**src/rtl/nap_timer_if.sv**
```systemverilog
// Command, preset and display bundle for the nap timer controller.
// master drives commands and presets; slave (the controller) drives the display and status.
interface nap_timer_if;
  logic       tick;
  logic       start;
  logic       pause;
  logic       cancel;
  logic [3:0] preset_min;
  logic [2:0] preset_st;
  logic [3:0] preset_so;
  logic [3:0] min;
  logic [2:0] st;
  logic [3:0] so;
  logic [1:0] state;
  logic       busy;
  logic       alarm;
  logic       done;

  modport master (
    output tick, start, pause, cancel, preset_min, preset_st, preset_so,
    input  min, st, so, state, busy, alarm, done
  );

  modport slave (
    input  tick, start, pause, cancel, preset_min, preset_st, preset_so,
    output min, st, so, state, busy, alarm, done
  );
endinterface

```
**src/rtl/nap_timer_ctrl.sv**
```systemverilog
// BCD m:ss countdown timer with run/pause/alarm control.
// The alarm phase lasts eight ticks before the timer drops back to idle.
module nap_timer_ctrl (
  input  logic         clock,
  input  logic         reset,
  nap_timer_if.slave   bus
);

  typedef enum logic [1:0] {
    IDLE   = 2'd0,
    RUN    = 2'd1,
    PAUSED = 2'd2,
    ALARM  = 2'd3
  } state_e;

  state_e     state_q, state_d;
  logic [3:0] min_q, min_d;
  logic [2:0] st_q, st_d;
  logic [3:0] so_q, so_d;
  logic [2:0] acnt_q, acnt_d;
  logic       busy_q, busy_d;
  logic       alarm_q, alarm_d;
  logic       done_q, done_d;

  logic [3:0] pmin, pso;
  logic [2:0] pst;
  logic       preset_nz;
  logic [3:0] dec_min, dec_so;
  logic [2:0] dec_st;
  logic       cnt_zero, dec_zero;

  function automatic logic [3:0] clamp_bcd(input logic [3:0] v);
    return (v > 4'd9) ? 4'd9 : v;
  endfunction

  function automatic logic [2:0] clamp_tens(input logic [2:0] v);
    return (v > 3'd5) ? 3'd5 : v;
  endfunction

  always_comb begin
    pmin      = clamp_bcd(bus.preset_min);
    pst       = clamp_tens(bus.preset_st);
    pso       = clamp_bcd(bus.preset_so);
    preset_nz = (pmin != 4'd0) || (pst != 3'd0) || (pso != 4'd0);
  end

  // One BCD countdown step with borrow chain so -> st -> min.
  always_comb begin
    dec_min = min_q;
    dec_st  = st_q;
    dec_so  = so_q;
    if (so_q != 4'd0) begin
      dec_so = so_q - 4'd1;
    end else begin
      dec_so = 4'd9;
      if (st_q != 3'd0) begin
        dec_st = st_q - 3'd1;
      end else begin
        dec_st  = 3'd5;
        dec_min = min_q - 4'd1;
      end
    end
    cnt_zero = (min_q == 4'd0) && (st_q == 3'd0) && (so_q == 4'd0);
    dec_zero = (dec_min == 4'd0) && (dec_st == 3'd0) && (dec_so == 4'd0);
  end

  always_comb begin
    state_d = state_q;
    min_d   = min_q;
    st_d    = st_q;
    so_d    = so_q;
    acnt_d  = acnt_q;
    done_d  = 1'b0;

    if (bus.cancel) begin
      state_d = IDLE;
      min_d   = 4'd0;
      st_d    = 3'd0;
      so_d    = 4'd0;
      acnt_d  = 3'd0;
    end else if (bus.start) begin
      if (preset_nz) begin
        state_d = RUN;
        min_d   = pmin;
        st_d    = pst;
        so_d    = pso;
        acnt_d  = 3'd0;
      end else if (state_q == RUN || state_q == PAUSED) begin
        // A zero reload while counting abandons the countdown.
        state_d = IDLE;
        min_d   = 4'd0;
        st_d    = 3'd0;
        so_d    = 4'd0;
        acnt_d  = 3'd0;
      end
    end else if (bus.pause) begin
      if (state_q == RUN)         state_d = PAUSED;
      else if (state_q == PAUSED) state_d = RUN;
    end else if (bus.tick) begin
      case (state_q)
        RUN: begin
          if (!cnt_zero) begin
            min_d = dec_min;
            st_d  = dec_st;
            so_d  = dec_so;
            if (dec_zero) begin
              state_d = ALARM;
              done_d  = 1'b1;
              acnt_d  = 3'd0;
            end
          end
        end
        ALARM: begin
          acnt_d = acnt_q + 3'd1;
          if (acnt_q == 3'd7) begin
            state_d = IDLE;
            acnt_d  = 3'd0;
          end
        end
        default: ;
      endcase
    end

    if (state_q != IDLE && state_q != RUN && state_q != PAUSED && state_q != ALARM) begin
      state_d = IDLE;
      done_d  = 1'b0;
    end

    busy_d  = (state_d == RUN) || (state_d == PAUSED);
    alarm_d = (state_d == ALARM);
  end

  always_ff @(posedge clock or negedge reset) begin
    if (!reset) begin
      state_q <= IDLE;
      min_q   <= 4'd0;
      st_q    <= 3'd0;
      so_q    <= 4'd0;
      acnt_q  <= 3'd0;
      busy_q  <= 1'b0;
      alarm_q <= 1'b0;
      done_q  <= 1'b0;
    end else begin
      state_q <= state_d;
      min_q   <= min_d;
      st_q    <= st_d;
      so_q    <= so_d;
      acnt_q  <= acnt_d;
      busy_q  <= busy_d;
      alarm_q <= alarm_d;
      done_q  <= done_d;
    end
  end

  assign bus.min   = min_q;
  assign bus.st    = st_q;
  assign bus.so    = so_q;
  assign bus.state = state_q;
  assign bus.busy  = busy_q;
  assign bus.alarm = alarm_q;
  assign bus.done  = done_q;

endmodule

```
**src/flat_wrapper.sv**
```systemverilog
// flat-port wrapper written by rule: the top's interface ports become plain ports
module nap_timer_ctrl_flat 
  (clock, reset, bus_tick, bus_start, bus_pause, bus_cancel, bus_preset_min, bus_preset_st, bus_preset_so, bus_min, bus_st, bus_so, bus_state, bus_busy, bus_alarm, bus_done);
  nap_timer_if bus_i ();
  input  logic clock;
  input  logic reset;
  input wire logic [$bits(bus_i.tick)-1:0] bus_tick;
  input wire logic [$bits(bus_i.start)-1:0] bus_start;
  input wire logic [$bits(bus_i.pause)-1:0] bus_pause;
  input wire logic [$bits(bus_i.cancel)-1:0] bus_cancel;
  input wire logic [$bits(bus_i.preset_min)-1:0] bus_preset_min;
  input wire logic [$bits(bus_i.preset_st)-1:0] bus_preset_st;
  input wire logic [$bits(bus_i.preset_so)-1:0] bus_preset_so;
  output wire logic [$bits(bus_i.min)-1:0] bus_min;
  output wire logic [$bits(bus_i.st)-1:0] bus_st;
  output wire logic [$bits(bus_i.so)-1:0] bus_so;
  output wire logic [$bits(bus_i.state)-1:0] bus_state;
  output wire logic [$bits(bus_i.busy)-1:0] bus_busy;
  output wire logic [$bits(bus_i.alarm)-1:0] bus_alarm;
  output wire logic [$bits(bus_i.done)-1:0] bus_done;
  assign bus_i.tick = bus_tick;
  assign bus_i.start = bus_start;
  assign bus_i.pause = bus_pause;
  assign bus_i.cancel = bus_cancel;
  assign bus_i.preset_min = bus_preset_min;
  assign bus_i.preset_st = bus_preset_st;
  assign bus_i.preset_so = bus_preset_so;
  assign bus_min = bus_i.min;
  assign bus_st = bus_i.st;
  assign bus_so = bus_i.so;
  assign bus_state = bus_i.state;
  assign bus_busy = bus_i.busy;
  assign bus_alarm = bus_i.alarm;
  assign bus_done = bus_i.done;
  nap_timer_ctrl u_core (.clock(clock), .reset(reset), .bus(bus_i));
endmodule
```
**config.mk**
```make
export PLATFORM = sky130hd
export DESIGN_NAME = nap_timer_ctrl_flat
export DESIGN_NICKNAME = d
export VERILOG_FILES = /design/src/rtl/nap_timer_if.sv /design/src/rtl/nap_timer_ctrl.sv /design/src/flat_wrapper.sv
export SDC_FILE = /design/constraint.sdc
export NUM_CORES = 1
export LEC_CHECK = 0
export CELL_PAD_IN_SITES_DETAIL_PLACEMENT = 1
export CELL_PAD_IN_SITES_GLOBAL_PLACEMENT = 1
export CORE_MARGIN = 1
export CORE_UTILIZATION = 30
export CTS_CLUSTER_SIZE = 30
export DETAILED_ROUTE_END_ITERATION = 10
export PLACE_DENSITY = 0.78
export SYNTH_ARGS = -nofsm -noshare
export SYNTH_HDL_FRONTEND = slang
export SYNTH_SLANG_ARGS = --single-unit
```
**constraint.sdc**
```tcl
create_clock -name clock -period 6.16 [get_ports clock]
set_clock_uncertainty 0.05 [all_clocks]
set_input_delay 0.924 -clock clock [delete_from_list [all_inputs] [get_ports clock]]
set_output_delay 0.924 -clock clock [all_outputs]
set_load 0.1 [all_outputs]
```
==> flow_metrics.env <==
export IMPL_status="finished clean"
export IMPL_critPathKind="in2reg"
export IMPL_slew_violations=0
export IMPL_critPathMaxFanout=19
export IMPL_vias=1367
export IMPL_ant_nets=0
export IMPL_clk_pin_slew_ns=0.08
export IMPL_grt_pass1_wl_um=7245
export IMPL_grt_start_max_net_pins=20
export IMPL_slew_headroom_pct=35.10
export IMPL_netlist_top_cells_count="19 x dfrtp_1, 11 x inv_1, 11 x nand2_1, 11 x nor2_1, 10 x ha_1"
export IMPL_fill_cells=546
export IMPL_io_pins=33
export IMPL_post_dp_hpwl_um=3348
export IMPL_required_ns=6.26
export IMPL_power_leakage_uw=0.0007565
export IMPL_fmax_mhz=314.5
export IMPL_crit_arrival_ns=3.28
export IMPL_synth_edf_count=0
export IMPL_hold_viol=0
export IMPL_place_gp_congestion=0.8911
export IMPL_cpLargestDelayFamily="simple AND/OR/NAND/NOR gates"
export IMPL_drv_cap=0
export IMPL_ys_types=45
export IMPL_worstMarginPinSlew_ns=0.9704
export IMPL_synthArstFlopShare_pct=100.0
export IMPL_layout_drive_gt1_share_pct=7.895
export IMPL_cp_end_kind="flop"
export IMPL_fin_crit_sh_pct=51.63
export IMPL_ir_worst_vdd_mv=0.1424
export IMPL_cp_cell_sequence="clkdlybuf4s50_1 -> nor3b_1 -> nand4_1 -> nand2_1 -> a31o_2 -> mux2_2"
export IMPL_grt_overflow_total=0
export IMPL_grt_pass1_vias=1451
export IMPL_syn_nets=188
export IMPL_yosysSeqAreaShare_pct=33.45
export IMPL_drc=0
export IMPL_diodes=0
export IMPL_p_per_area_nw_per_um2=272.0
export IMPL_yosysTopAreaCell="dfrtp_1"
export IMPL_rows=24
export IMPL_hp_class="reg2reg"
export IMPL_postCtsSetupBuffers=0
export IMPL_finalSetupTns_ns=0
export IMPL_netlist_area_um2=1421
export IMPL_numCtsBuffers=3
export IMPL_synth_seq_cells=19
export IMPL_cts_resized=0
export IMPL_cts_root_buf="clkbuf_8"
export IMPL_core_area_um2=4444
export IMPL_clock_path_buffers=2
export IMPL_ctsHoldBuffers=0
export IMPL_grtUsageTotal_pct=18.50
export IMPL_dieWidth_um=70.83
export IMPL_synth_warning_count=0
export IMPL_cts_tree="done"
export IMPL_yosys_top_cells_area="dfrtp_1 33%, ha_1 8.8%, nor3_1 3.2%"
export IMPL_layout_nets=218
export IMPL_syn_avg_cell_area_um2=8.828
export IMPL_seqCellArea_um2=475.5
export IMPL_synthCells=161
export IMPL_antenna_found_initial=0
export IMPL_dieArea_um2=5017
export IMPL_fin_crit_ns=3.180
export IMPL_synth_top_area_share_pct=33.45
export IMPL_vias_per_cell=5.649
export IMPL_fin_cells=242
export IMPL_ys_flop_type="dfrtp_1"
export IMPL_area_growth_pct=27.82
export IMPL_post_place_cells=238
export IMPL_cp_slowest_cell="clkdlybuf4s50_1"
export IMPL_setup_violations=0
export IMPL_drt_iter0_markers=89
export IMPL_port_buffers=32
export IMPL_crit_path_max_incr_delay_ns=0.89
export IMPL_start_util_pct=31.98
export IMPL_start_kind="input pin"
export IMPL_h_tree_depth=1
export IMPL_multi_input_area_um2=869.6
export IMPL_critical_path_buf_inv_count=1
export IMPL_die_h_um=70.83
export IMPL_rsz0062_at_grt="false"
export IMPL_routed_wl_um=4463
export IMPL_wire_per_inst_um=18.44
export IMPL_first_pass_iters=6
export IMPL_clock_sinks=19
export IMPL_synth_most_common_cell="dfrtp_1"
export IMPL_clkLatencyLatePin_ns=0.26
export IMPL_fin_hold_ws_ns=0.4734
[final timing paths]
| kind | start | to | slack, ns | cells after the start |
|---|---|---|---|---|
| max | bus_start | u_core.acnt_q[1] | 2.98 | 6 |
| min | u_core.acnt_q[1] | u_core.acnt_q[1] | 0.47 | 1 |
| max reg2reg | u_core.bus.so[1] | u_core.bus.so[2] | 3.36 | 5 |
| min reg2reg | u_core.acnt_q[1] | u_core.acnt_q[1] | 0.47 | 1 |
| max in group asynchronous | reset | u_core.bus.so[1] | 4.37 | 1 |
| min in group asynchronous | reset | u_core.bus.min[0] | 1.12 | 1 |
[through the flow]
step	utilization (%)	worst slack (ns)	area, um2	total power [uW]
4_1_cts	40.88	3.011	1817	491.6
3_5_place_dp	39.86	2.746	1772	399.4
6_report	40.88	2.980	1817	494.1
2_1_floorplan	-	3.333	1421	330.2
3_3_place_gp	39.86	2.823	1772	397.1
5_1_grt	40.88	2.815	1817	512.6
[per-layer routing]
metal	vias to the layer above	global-route usage [%]	routed length, um
li1	665	-	-
met1	666	25.47	2164
met2	34	31.30	2143
met3	2	2.991	139
met4	0	2.667	15
met5	-	0	0
[placed cells by master (no fill, tap or decap), types with 2 or more instances in the layout]
cell / instances
nor3b_1: 2
o31ai_1: 3
and3_1: 4
nor2_1: 11
nand2b_1: 4
mux2_2: 3
dfrtp_1: 19
o21ai_0: 9
nor2b_1: 2
inv_1: 11
nand4_1: 3
nor3_1: 9
nor4_1: 4
clkdlybuf4s50_1: 32
a41oi_1: 2
a221o_1: 2
ha_1: 10
a31oi_1: 4
nor4b_1: 3
a21oi_1: 8
o21ai_2: 3
clkbuf_8: 3
a211oi_1: 4
a21o_1: 2
nand2_1: 11
nand3_1: 2
or4_1: 2
[report_power, final]
part	internal, uW	leakage, uW	switching [uW]
combinational	68.8	0.000481	172
clock	46.2	0.0000228	48.8
sequential	137	0.000253	21.4
[registers in the layout (all words and copies together), names as in the netlist]
signal / cells
u_core.bus.min: 4
u_core.bus.so: 4
u_core.acnt_q: 3
u_core.bus.st: 3
u_core.bus.state: 2
u_core.bus.alarm: 1
u_core.bus.busy: 1
u_core.bus.done: 1
[final cells by class]
class	instances	share of cell area, %
Inverter	11	2.273
Tap cell	52	3.581
Sequential cell	19	26.17
Timing Repair Buffer	32	17.63
Multi-Input combinational cell	124	47.87
Clock buffer	4	2.479
[kinds of logic after synthesis]
group	share of synthesized area, %
DFF	33.45
adders and majority gates	8.803
AOI/OAI and AO/OA	25.53
buffers and inverters	5.369
and+or+nand+nor	23.77
muxes	3.081
Note: power is estimated with default switching activity, not from simulation.
